$ cat src/rtl/mem_dbus_if.sv
// Wishbone-classic data-bus bundle between the MEM-stage master and a data slave.
// The _o/_i suffixes are from the master's point of view.
interface mem_dbus_if;
    logic [31:0] dbus_adr_o;
    logic [31:0] dbus_dat_o;
    logic [31:0] dbus_dat_i;
    logic        dbus_we_o;
    logic [3:0]  dbus_sel_o;
    logic        dbus_stb_o;
    logic        dbus_cyc_o;
    logic        dbus_ack_i;

    modport master (
        output dbus_adr_o, dbus_dat_o, dbus_we_o, dbus_sel_o, dbus_stb_o, dbus_cyc_o,
        input  dbus_dat_i, dbus_ack_i
    );

    modport slave (
        input  dbus_adr_o, dbus_dat_o, dbus_we_o, dbus_sel_o, dbus_stb_o, dbus_cyc_o,
        output dbus_dat_i, dbus_ack_i
    );
endinterface

$ cat src/rtl/mem_dbus_master.sv
// MEM-stage memory-access unit: turns load/store ops into single Wishbone-classic cycles,
// forms big-endian byte lanes, extends load data and stalls the pipeline until done.
module mem_dbus_master #(
    parameter int unsigned TIMEOUT = 255,
    parameter int unsigned CNT_W   = 8
) (
    input  logic        clk,
    input  logic        rst,
    input  logic [5:0]  i_stall,
    input  logic        i_flush,
    input  logic [7:0]  i_mem_aluop,
    input  logic [31:0] i_mem_addr,
    input  logic [31:0] i_mem_reg2,
    input  logic [4:0]  i_mem_wd,
    input  logic        i_mem_wreg,
    input  logic [31:0] i_mem_wdata,
    output logic [4:0]  o_wb_wd,
    output logic        o_wb_wreg,
    output logic [31:0] o_wb_wdata,
    output logic        o_stallreq,
    output logic        o_align_err,
    output logic        o_bus_err,
    mem_dbus_if.master  dbus
);

    localparam logic [7:0] OP_LB  = 8'hE0;
    localparam logic [7:0] OP_LH  = 8'hE1;
    localparam logic [7:0] OP_LW  = 8'hE3;
    localparam logic [7:0] OP_LBU = 8'hE4;
    localparam logic [7:0] OP_LHU = 8'hE5;
    localparam logic [7:0] OP_SB  = 8'hE8;
    localparam logic [7:0] OP_SH  = 8'hE9;
    localparam logic [7:0] OP_SW  = 8'hEB;

    localparam logic [CNT_W-1:0] LAST_CNT = (TIMEOUT == 0) ? '0 : CNT_W'(TIMEOUT - 1);

    typedef enum logic [1:0] {StIdle, StBusy, StDone} state_t;
    typedef enum logic [1:0] {SzByte, SzHalf, SzWord} size_t;

    state_t           r_state, w_state_nxt;
    logic [31:0]      r_adr, w_adr_nxt;
    logic [31:0]      r_dat, w_dat_nxt;
    logic [3:0]       r_sel, w_sel_nxt;
    logic             r_we, w_we_nxt;
    logic             r_cyc, w_cyc_nxt;
    logic [CNT_W-1:0] r_cnt, w_cnt_nxt;
    logic [7:0]       r_op, w_op_nxt;
    logic [31:0]      r_result, w_result_nxt;
    logic             r_bus_err, w_bus_err_nxt;

    logic        w_is_load;
    logic        w_is_store;
    size_t       w_size;
    logic        w_misalign;
    logic        w_go;
    logic [3:0]  w_sel;
    logic [31:0] w_wdat;
    logic [31:0] w_load_ext;
    logic        w_unused;

    // Only stall[4] (MEM stage) matters here.
    assign w_unused = ^{i_stall[5], i_stall[3:0]};

    function automatic logic [31:0] f_extend(logic [7:0] op, logic [1:0] a, logic [31:0] d);
        logic [7:0]  b;
        logic [15:0] h;
        case (a)
            2'd0:    b = d[31:24];
            2'd1:    b = d[23:16];
            2'd2:    b = d[15:8];
            default: b = d[7:0];
        endcase
        h = a[1] ? d[15:0] : d[31:16];
        case (op)
            OP_LB:   f_extend = {{24{b[7]}}, b};
            OP_LBU:  f_extend = {24'h0, b};
            OP_LH:   f_extend = {{16{h[15]}}, h};
            OP_LHU:  f_extend = {16'h0, h};
            OP_LW:   f_extend = d;
            default: f_extend = 32'h0;
        endcase
    endfunction

    always_comb begin
        w_is_load  = 1'b0;
        w_is_store = 1'b0;
        w_size     = SzWord;
        case (i_mem_aluop)
            OP_LB, OP_LBU: begin w_is_load  = 1'b1; w_size = SzByte; end
            OP_LH, OP_LHU: begin w_is_load  = 1'b1; w_size = SzHalf; end
            OP_LW:         begin w_is_load  = 1'b1; w_size = SzWord; end
            OP_SB:         begin w_is_store = 1'b1; w_size = SzByte; end
            OP_SH:         begin w_is_store = 1'b1; w_size = SzHalf; end
            OP_SW:         begin w_is_store = 1'b1; w_size = SzWord; end
            default:       ;
        endcase
    end

    assign w_misalign = (w_is_load || w_is_store) &&
                        (((w_size == SzHalf) && i_mem_addr[0]) ||
                         ((w_size == SzWord) && (i_mem_addr[1:0] != 2'b00)));
    assign w_go       = (w_is_load || w_is_store) && !w_misalign && !i_flush;

    // Big-endian lanes: lowest address maps to the most significant byte.
    always_comb begin
        w_sel  = 4'b1111;
        w_wdat = i_mem_reg2;
        case (w_size)
            SzByte: begin
                w_sel  = 4'b1000 >> i_mem_addr[1:0];
                w_wdat = {4{i_mem_reg2[7:0]}};
            end
            SzHalf: begin
                w_sel  = i_mem_addr[1] ? 4'b0011 : 4'b1100;
                w_wdat = {2{i_mem_reg2[15:0]}};
            end
            default: ;
        endcase
    end

    assign w_load_ext = f_extend(r_op, r_adr[1:0], dbus.dbus_dat_i);

    always_ff @(posedge clk) begin
        if (rst) begin
            r_state   <= StIdle;
            r_adr     <= '0;
            r_dat     <= '0;
            r_sel     <= '0;
            r_we      <= 1'b0;
            r_cyc     <= 1'b0;
            r_cnt     <= '0;
            r_op      <= '0;
            r_result  <= '0;
            r_bus_err <= 1'b0;
        end else begin
            r_state   <= w_state_nxt;
            r_adr     <= w_adr_nxt;
            r_dat     <= w_dat_nxt;
            r_sel     <= w_sel_nxt;
            r_we      <= w_we_nxt;
            r_cyc     <= w_cyc_nxt;
            r_cnt     <= w_cnt_nxt;
            r_op      <= w_op_nxt;
            r_result  <= w_result_nxt;
            r_bus_err <= w_bus_err_nxt;
        end
    end

    always_comb begin
        w_state_nxt   = r_state;
        w_adr_nxt     = r_adr;
        w_dat_nxt     = r_dat;
        w_sel_nxt     = r_sel;
        w_we_nxt      = r_we;
        w_cyc_nxt     = r_cyc;
        w_cnt_nxt     = r_cnt;
        w_op_nxt      = r_op;
        w_result_nxt  = r_result;
        w_bus_err_nxt = 1'b0;
        if (i_flush) begin
            w_state_nxt  = StIdle;
            w_cyc_nxt    = 1'b0;
            w_we_nxt     = 1'b0;
            w_sel_nxt    = 4'b0000;
            w_result_nxt = '0;
        end else begin
            case (r_state)
                StIdle: begin
                    if (w_go) begin
                        w_adr_nxt   = i_mem_addr;
                        w_dat_nxt   = w_wdat;
                        w_sel_nxt   = w_sel;
                        w_we_nxt    = w_is_store;
                        w_cyc_nxt   = 1'b1;
                        w_cnt_nxt   = '0;
                        w_op_nxt    = i_mem_aluop;
                        w_state_nxt = StBusy;
                    end
                end
                StBusy: begin
                    w_cnt_nxt = r_cnt + CNT_W'(1);
                    if (dbus.dbus_ack_i) begin
                        w_result_nxt = w_load_ext;
                        w_cyc_nxt    = 1'b0;
                        w_we_nxt     = 1'b0;
                        w_sel_nxt    = 4'b0000;
                        w_state_nxt  = StDone;
                    end else if ((TIMEOUT != 0) && (r_cnt == LAST_CNT)) begin
                        w_result_nxt  = '0;
                        w_bus_err_nxt = 1'b1;
                        w_cyc_nxt     = 1'b0;
                        w_we_nxt      = 1'b0;
                        w_sel_nxt     = 4'b0000;
                        w_state_nxt   = StDone;
                    end
                end
                // Holding here under stall[4] keeps the op from re-issuing.
                StDone: begin
                    if (!i_stall[4]) w_state_nxt = StIdle;
                end
                default: w_state_nxt = StIdle;
            endcase
        end
    end

    always_comb begin
        o_stallreq = 1'b0;
        case (r_state)
            StIdle:  o_stallreq = w_go;
            StBusy:  o_stallreq = 1'b1;
            default: o_stallreq = 1'b0;
        endcase
    end

    assign o_align_err = w_misalign;
    assign o_bus_err   = r_bus_err;
    assign o_wb_wd     = i_mem_wd;
    assign o_wb_wreg   = i_mem_wreg && !w_misalign;
    assign o_wb_wdata  = ((r_state == StDone) && w_is_load) ? r_result : i_mem_wdata;

    assign dbus.dbus_adr_o = r_adr;
    assign dbus.dbus_dat_o = r_dat;
    assign dbus.dbus_sel_o = r_sel;
    assign dbus.dbus_we_o  = r_we;
    assign dbus.dbus_cyc_o = r_cyc;
    assign dbus.dbus_stb_o = r_cyc;

endmodule
$ cat src/flat_wrapper.sv
// flat-port wrapper written by rule: the top's interface ports become plain ports
module mem_dbus_master_flat 
#(
    parameter int unsigned TIMEOUT = 255,
    parameter int unsigned CNT_W   = 8
)
  (clk, rst, i_stall, i_flush, i_mem_aluop, i_mem_addr, i_mem_reg2, i_mem_wd, i_mem_wreg, i_mem_wdata, o_wb_wd, o_wb_wreg, o_wb_wdata, o_stallreq, o_align_err, o_bus_err, dbus_dbus_adr_o, dbus_dbus_dat_o, dbus_dbus_we_o, dbus_dbus_sel_o, dbus_dbus_stb_o, dbus_dbus_cyc_o, dbus_dbus_dat_i, dbus_dbus_ack_i);
  mem_dbus_if dbus_i ();
  input  logic clk;
  input  logic rst;
  input  logic [5:0] i_stall;
  input  logic i_flush;
  input  logic [7:0] i_mem_aluop;
  input  logic [31:0] i_mem_addr;
  input  logic [31:0] i_mem_reg2;
  input  logic [4:0] i_mem_wd;
  input  logic i_mem_wreg;
  input  logic [31:0] i_mem_wdata;
  output logic [4:0] o_wb_wd;
  output logic o_wb_wreg;
  output logic [31:0] o_wb_wdata;
  output logic o_stallreq;
  output logic o_align_err;
  output logic o_bus_err;
  output wire logic [$bits(dbus_i.dbus_adr_o)-1:0] dbus_dbus_adr_o;
  output wire logic [$bits(dbus_i.dbus_dat_o)-1:0] dbus_dbus_dat_o;
  output wire logic [$bits(dbus_i.dbus_we_o)-1:0] dbus_dbus_we_o;
  output wire logic [$bits(dbus_i.dbus_sel_o)-1:0] dbus_dbus_sel_o;
  output wire logic [$bits(dbus_i.dbus_stb_o)-1:0] dbus_dbus_stb_o;
  output wire logic [$bits(dbus_i.dbus_cyc_o)-1:0] dbus_dbus_cyc_o;
  input wire logic [$bits(dbus_i.dbus_dat_i)-1:0] dbus_dbus_dat_i;
  input wire logic [$bits(dbus_i.dbus_ack_i)-1:0] dbus_dbus_ack_i;
  assign dbus_dbus_adr_o = dbus_i.dbus_adr_o;
  assign dbus_dbus_dat_o = dbus_i.dbus_dat_o;
  assign dbus_dbus_we_o = dbus_i.dbus_we_o;
  assign dbus_dbus_sel_o = dbus_i.dbus_sel_o;
  assign dbus_dbus_stb_o = dbus_i.dbus_stb_o;
  assign dbus_dbus_cyc_o = dbus_i.dbus_cyc_o;
  assign dbus_i.dbus_dat_i = dbus_dbus_dat_i;
  assign dbus_i.dbus_ack_i = dbus_dbus_ack_i;
  mem_dbus_master #(.TIMEOUT(TIMEOUT), .CNT_W(CNT_W)) u_core (.clk(clk), .rst(rst), .i_stall(i_stall), .i_flush(i_flush), .i_mem_aluop(i_mem_aluop), .i_mem_addr(i_mem_addr), .i_mem_reg2(i_mem_reg2), .i_mem_wd(i_mem_wd), .i_mem_wreg(i_mem_wreg), .i_mem_wdata(i_mem_wdata), .o_wb_wd(o_wb_wd), .o_wb_wreg(o_wb_wreg), .o_wb_wdata(o_wb_wdata), .o_stallreq(o_stallreq), .o_align_err(o_align_err), .o_bus_err(o_bus_err), .dbus(dbus_i));
endmodule
$ cat config.mk
export PLATFORM = sky130hd
export DESIGN_NAME = mem_dbus_master_flat
export DESIGN_NICKNAME = d
export VERILOG_FILES = /design/src/rtl/mem_dbus_if.sv /design/src/rtl/mem_dbus_master.sv /design/src/flat_wrapper.sv
export SDC_FILE = /design/constraint.sdc
export NUM_CORES = 1
export LEC_CHECK = 0
export ABC_AREA = 1
export CAP_MARGIN = 20
export CORE_UTILIZATION = 45
export DETAILED_ROUTE_END_ITERATION = 6
export DONT_BUFFER_PORTS = 1
export GPL_TIMING_DRIVEN = 0
export PLACE_DENSITY = 0.6
export SLEW_MARGIN = 10
export SYNTH_ARGS = -nofsm -noshare
export SYNTH_HDL_FRONTEND = slang
export SYNTH_SLANG_ARGS = --single-unit
$ cat constraint.sdc
create_clock -name clk -period 1.53 [get_ports clk]
set_clock_uncertainty 0.05 [all_clocks]
set_input_delay 0.306 -clock clk [delete_from_list [all_inputs] [get_ports clk]]
set_output_delay 0.306 -clock clk [all_outputs]
set_load 0.005 [all_outputs]
==> impl_results.html <==
<table>
<tr><th>Metric</th><th>Value</th></tr>
<tr><th colspan="2">Timing</th></tr>
<tr><td>Worst slew margin relative to its limit</td><td>49.5%</td></tr>
<tr><td>Final-report max-slew violation count</td><td>0</td></tr>
<tr><td>Highest attainable clock frequency</td><td>between 500 and 600 MHz</td></tr>
<tr><td>Post-layout min period</td><td>1930 ps</td></tr>
<tr><td>Worst-margin pin slew</td><td>757 ps</td></tr>
<tr><td>Post-route setup slack</td><td>-398 ps</td></tr>
<tr><td>Final-report setup violation count</td><td>144</td></tr>
<tr><td>Final worst-path cycle share</td><td>126%</td></tr>
<tr><td>Setup TNS Final</td><td>-38440 ps</td></tr>
<tr><td>Worst hold margin</td><td>26.1 ps</td></tr>
<tr><td>Unrepaired setup endpoints after global routing</td><td>true</td></tr>
<tr><td>Number of hold-slack violations in the final timing report</td><td>0</td></tr>
<tr><th colspan="2">Route</th></tr>
<tr><td>First-iteration detailed-routing DRC count</td><td>457</td></tr>
<tr><td>Vias per cell</td><td>5.62</td></tr>
<tr><td>First-pass DRT Iterations</td><td>5</td></tr>
<tr><td>Aggregate routed wire length</td><td>around 24000 um</td></tr>
<tr><td>Number of vias after detailed routing</td><td>6930</td></tr>
<tr><td>Routed wirelength normalized by instance count</td><td>19.4 um</td></tr>
<tr><td>Remaining antenna violation count after routing</td><td>0</td></tr>
<tr><td>Drc violations</td><td>0</td></tr>
<tr><th colspan="2">Synth</th></tr>
<tr><td>Synth cell types</td><td>36</td></tr>
<tr><td>Post-synth top area share</td><td>roughly 38%</td></tr>
<tr><td>Cell type with the largest total area after synthesis</td><td>dfxtp_1</td></tr>
<tr><td>Top area cells in the synthesized netlist</td><td>dfxtp_1 38%, nand2_1 13%, nor2_1 8.2%</td></tr>
<tr><td>Yosys warning count</td><td>0</td></tr>
<tr><td>Number of flops mapped to enable cells by yosys</td><td>0</td></tr>
<tr><td>Sequential cell area fraction in the yosys report</td><td>38.5%</td></tr>
<tr><td>Number of nets produced by synthesis</td><td>approximately 1100</td></tr>
<tr><td>Netlist area before placement</td><td>6300 um2</td></tr>
<tr><td>Asr flop ratio synth</td><td>0%</td></tr>
<tr><td>Synth Area per Inst</td><td>6.91 um2</td></tr>
<tr><td>Most common flop cell mapped by yosys</td><td>dfxtp_1</td></tr>
<tr><td>Count of state elements after synthesis</td><td>121</td></tr>
<tr><td>Post-Synthesis Cells</td><td>912</td></tr>
<tr><th colspan="2">Finish</th></tr>
<tr><td>Count of filler cells inserted in the layout</td><td>1002</td></tr>
<tr><td>Count of antenna diodes in the layout</td><td>0</td></tr>
<tr><td>Net count of the finished layout</td><td>1199</td></tr>
<tr><td>Combined area of the multi-input logic cells</td><td>4360 um2</td></tr>
<tr><td>Flip-flop and latch area</td><td>2450 um2</td></tr>
<tr><td>Layout cells sized above 1</td><td>41.5%</td></tr>
<tr><td>Final core utilization</td><td>73.1%</td></tr>
<tr><td>Synth-to-layout area growth</td><td>56.1%</td></tr>
<tr><th colspan="2">Floorplanning</th></tr>
<tr><td>Vertical die dimension</td><td>120 um</td></tr>
<tr><td>Chip width</td><td>120 um</td></tr>
<tr><td>Number of ports placed on the die boundary</td><td>264</td></tr>
<tr><td>Effective utilization at floorplan</td><td>roughly 47%</td></tr>
<tr><td>Std-Cell Rows</td><td>42</td></tr>
<tr><td>Core area</td><td>13500 um2</td></tr>
<tr><td>Total die area</td><td>around 14000 um2</td></tr>
<tr><th colspan="2">Worst setup path</th></tr>
<tr><td>Slowest CP cell</td><td>dfxtp_4</td></tr>
<tr><td>Kind of critical path</td><td>register to output port</td></tr>
<tr><td>Critical Path, Cell by Cell</td><td>inv_2 &gt; nor2_4 &gt; nand2_8 &gt; buf_8 &gt; mux2_2</td></tr>
<tr><td>Kind of start point of the critical path</td><td>register</td></tr>
<tr><td>Type of destination of the critical path</td><td>output port</td></tr>
<tr><td>Worst endpoint data arrival time</td><td>1570 ps</td></tr>
<tr><td>Highest cell delay on the worst timing path</td><td>350 ps</td></tr>
<tr><td>Worst-path maximum fanout</td><td>10</td></tr>
<tr><td>Cell depth of the worst flop-to-flop path</td><td>12</td></tr>
<tr><td>Required arrival time at the worst endpoint</td><td>1170 ps</td></tr>
<tr><th colspan="2">Clocking</th></tr>
<tr><td>Number of H-tree levels</td><td>4</td></tr>
<tr><td>Clock Sink Count</td><td>about 120</td></tr>
<tr><td>Register clock-pin slew on the reported worst setup and hold paths</td><td>60 ps</td></tr>
<tr><td>Number of buffers inserted during clock tree synthesis</td><td>17</td></tr>
<tr><td>Latest clock arrival within the worst-skew pair</td><td>430 ps</td></tr>
<tr><td>Maximum count of clock buffers along a single path</td><td>2</td></tr>
<tr><td>Clock Root Buffer</td><td>clkbuf_16</td></tr>
<tr><td>TritonCTS clock tree</td><td>built</td></tr>
<tr><th colspan="2">Power and ir drop</th></tr>
<tr><td>Clock group share of total power</td><td>52.8%</td></tr>
<tr><td>Net switching power</td><td>1840 uW</td></tr>
<tr><td>Leak</td><td>0.00421 uW</td></tr>
<tr><td>VDD IR-drop max</td><td>between 700 and 800 uV</td></tr>
<tr><td>Power per Cell Area</td><td>793 nW/um2</td></tr>
<tr><td>Comb power frac</td><td>roughly 6.6%</td></tr>
<tr><td>Internal Dissipation</td><td>5950 uW</td></tr>
<tr><td>Fraction of power consumed by sequential logic</td><td>40.6%</td></tr>
<tr><td>Sw Share</td><td>23.6%</td></tr>
<tr><th colspan="2">Global route</th></tr>
<tr><td>Maximum number of pins on one net before global-route repair</td><td>17</td></tr>
<tr><td>Via count of the first global-routing pass</td><td>about 6700</td></tr>
<tr><td>First-pass GRT wire length</td><td>approximately 34000 um</td></tr>
<tr><td>Remaining global-route overflow</td><td>0</td></tr>
<tr><td>Antenna violations before repair</td><td>0</td></tr>
<tr><td>Overall fraction of global-route tracks in use</td><td>a little under a third</td></tr>
<tr><th colspan="2">Placed design</th></tr>
<tr><td>Weighted congestion at the end of routability-driven global placement</td><td>0.928</td></tr>
<tr><td>Detailed placement HPWL</td><td>approximately 15000 um</td></tr>
<tr><td>Total of buffers placed on input and output ports</td><td>0</td></tr>
<tr><td>Setup WS pre-CTS</td><td>-439 ps</td></tr>
<tr><th colspan="2">Min path</th></tr>
<tr><td>Min-Delay Path Class</td><td>input port to register</td></tr>
<tr><td>Worst hold path stage count</td><td>3</td></tr>
<tr><th colspan="2">Outcome</th></tr>
<tr><td>Run status</td><td>finished, violations left</td></tr>
<tr><td>Violated checks</td><td>setup timing</td></tr>
<tr><th colspan="2">Run</th></tr>
<tr><td>Max-capacitance violation count</td><td>0</td></tr>
</table>
[final cells by class]
type / count / share of cell area [%]
well taps: 176 / 2.24
repair buffers: 115 / 13.9
clock buffers: 18 / 4.37
multi-input cells: 671 / 44.3
plain buffers: 53 / 5.55
repair inverters: 1 / 0.0764
flip-flops and latches: 121 / 24.9
inverters: 65 / 2.88
clock inverters: 14 / 1.77
[cell usage in the layout, fill, tap and decap left out, drive strengths merged]
master / n
nor4: 1
a31o: 4
ha: 2
o211ai: 7
nand4: 6
dfxtp: 121
nand2: 225
a21oi: 67
o21ai: 92
o21bai: 1
nor2: 145
a21o: 1
a21boi: 1
clkinv: 7
nand3b: 1
or2: 12
clkbuf: 43
dlygate4sd3: 46
o22ai: 3
buf: 97
nor3: 7
inv: 65
clkinvlp: 5
bufinv: 3
o21a: 2
nand3: 62
mux2: 32
[metrics by stage]
stage                     power, uW  cells  cell area, um2
after global routing           8030   1234            9830
after floorplan                3480    912            6390
after detailed placement       3540   1088            6610
after global placement         3540   1088            6610
final                          7800   1234            9830
after CTS                      7740   1215            8860
[critical path, delay by kind of cell, from the launching register on]
| kind | cells | cell delay [ps] |
|---|---|---|
| AND/OR/NAND/NOR | 2 | 290 |
| multiplexers | 1 | 290 |
| flip-flops | 1 | 350 |
| buffers and inverters | 2 | 210 |
[power groups by stage]
stage | logic [uW] | registers [uW] | clock network, uW
after floorplan | 243 | 3230 | 0
after global placement | 301 | 3240 | 0
after detailed placement | 303 | 3240 | 0
after CTS | 434 | 3160 | 4140
after global routing | 552 | 3160 | 4310
final | 515 | 3160 | 4120
[repair_timing]
item                                   4_1_cts  5_1_grt
cloned                                      18        5
hold buffers                                46        0
endpoints found under the hold margin       46        0
setup buffers                               32       26
setup endpoints to repair                  102      153
pin swaps                                   53       80
resized for setup                          168      241
[synthesized netlist by cell type (all sizes together), types with 12 or more instances]
| master | count |
|---|---|
| a21oi | 67 |
| dfxtp | 121 |
| or2 | 12 |
| nand2 | 225 |
| nor2 | 145 |
| nand3 | 62 |
| buf | 35 |
| inv | 64 |
| clkbuf | 20 |
| mux2 | 32 |
| o21ai | 92 |
[state kept, by name, indices dropped and copies added (netlist names)]
signal,cells
u_core.dbus.dbus_adr_o,32
u_core.dbus.dbus_cyc_o,1
u_core.dbus.dbus_dat_o,32
u_core.dbus.dbus_sel_o,4
u_core.dbus.dbus_we_o,1
u_core.o_bus_err,1
u_core.r_cnt,8
u_core.r_op,8
u_core.r_result,32
u_core.r_state,2
[final timing paths]
path | startpoint | endpoint | slack (ps)
max | u_core.r_state[1] | o_wb_wdata[30] | -400
min | rst | u_core.r_cnt[6] | 30
max reg2reg | u_core.r_state[1] | u_core.dbus.dbus_dat_o[13] | -350
min reg2reg | u_core.r_result[3] | u_core.r_result[3] | 410
[per-layer routing]
| metal | vias up | track usage, % | routed length, um |
|---|---|---|---|
| met5 | - | 0 | 0 |
| li1 | 3248 | - | - |
| met4 | 0 | 15.4 | 1050 |
| met3 | 72 | 9.53 | 2190 |
| met2 | 342 | 54.0 | 12000 |
| met1 | 3268 | 33.6 | 8660 |
[kinds of logic after synthesis]
logic type	share of synthesized area, %
AND/OR/NAND/NOR	31.0
AO/OA/AOI/OAI	15.4
adder cells (fa/ha/maj)	0.397
multiplexers	5.72
flip-flops	38.5
buffers and inverters	9.06
Note: power is estimated with default switching activity, not from simulation.
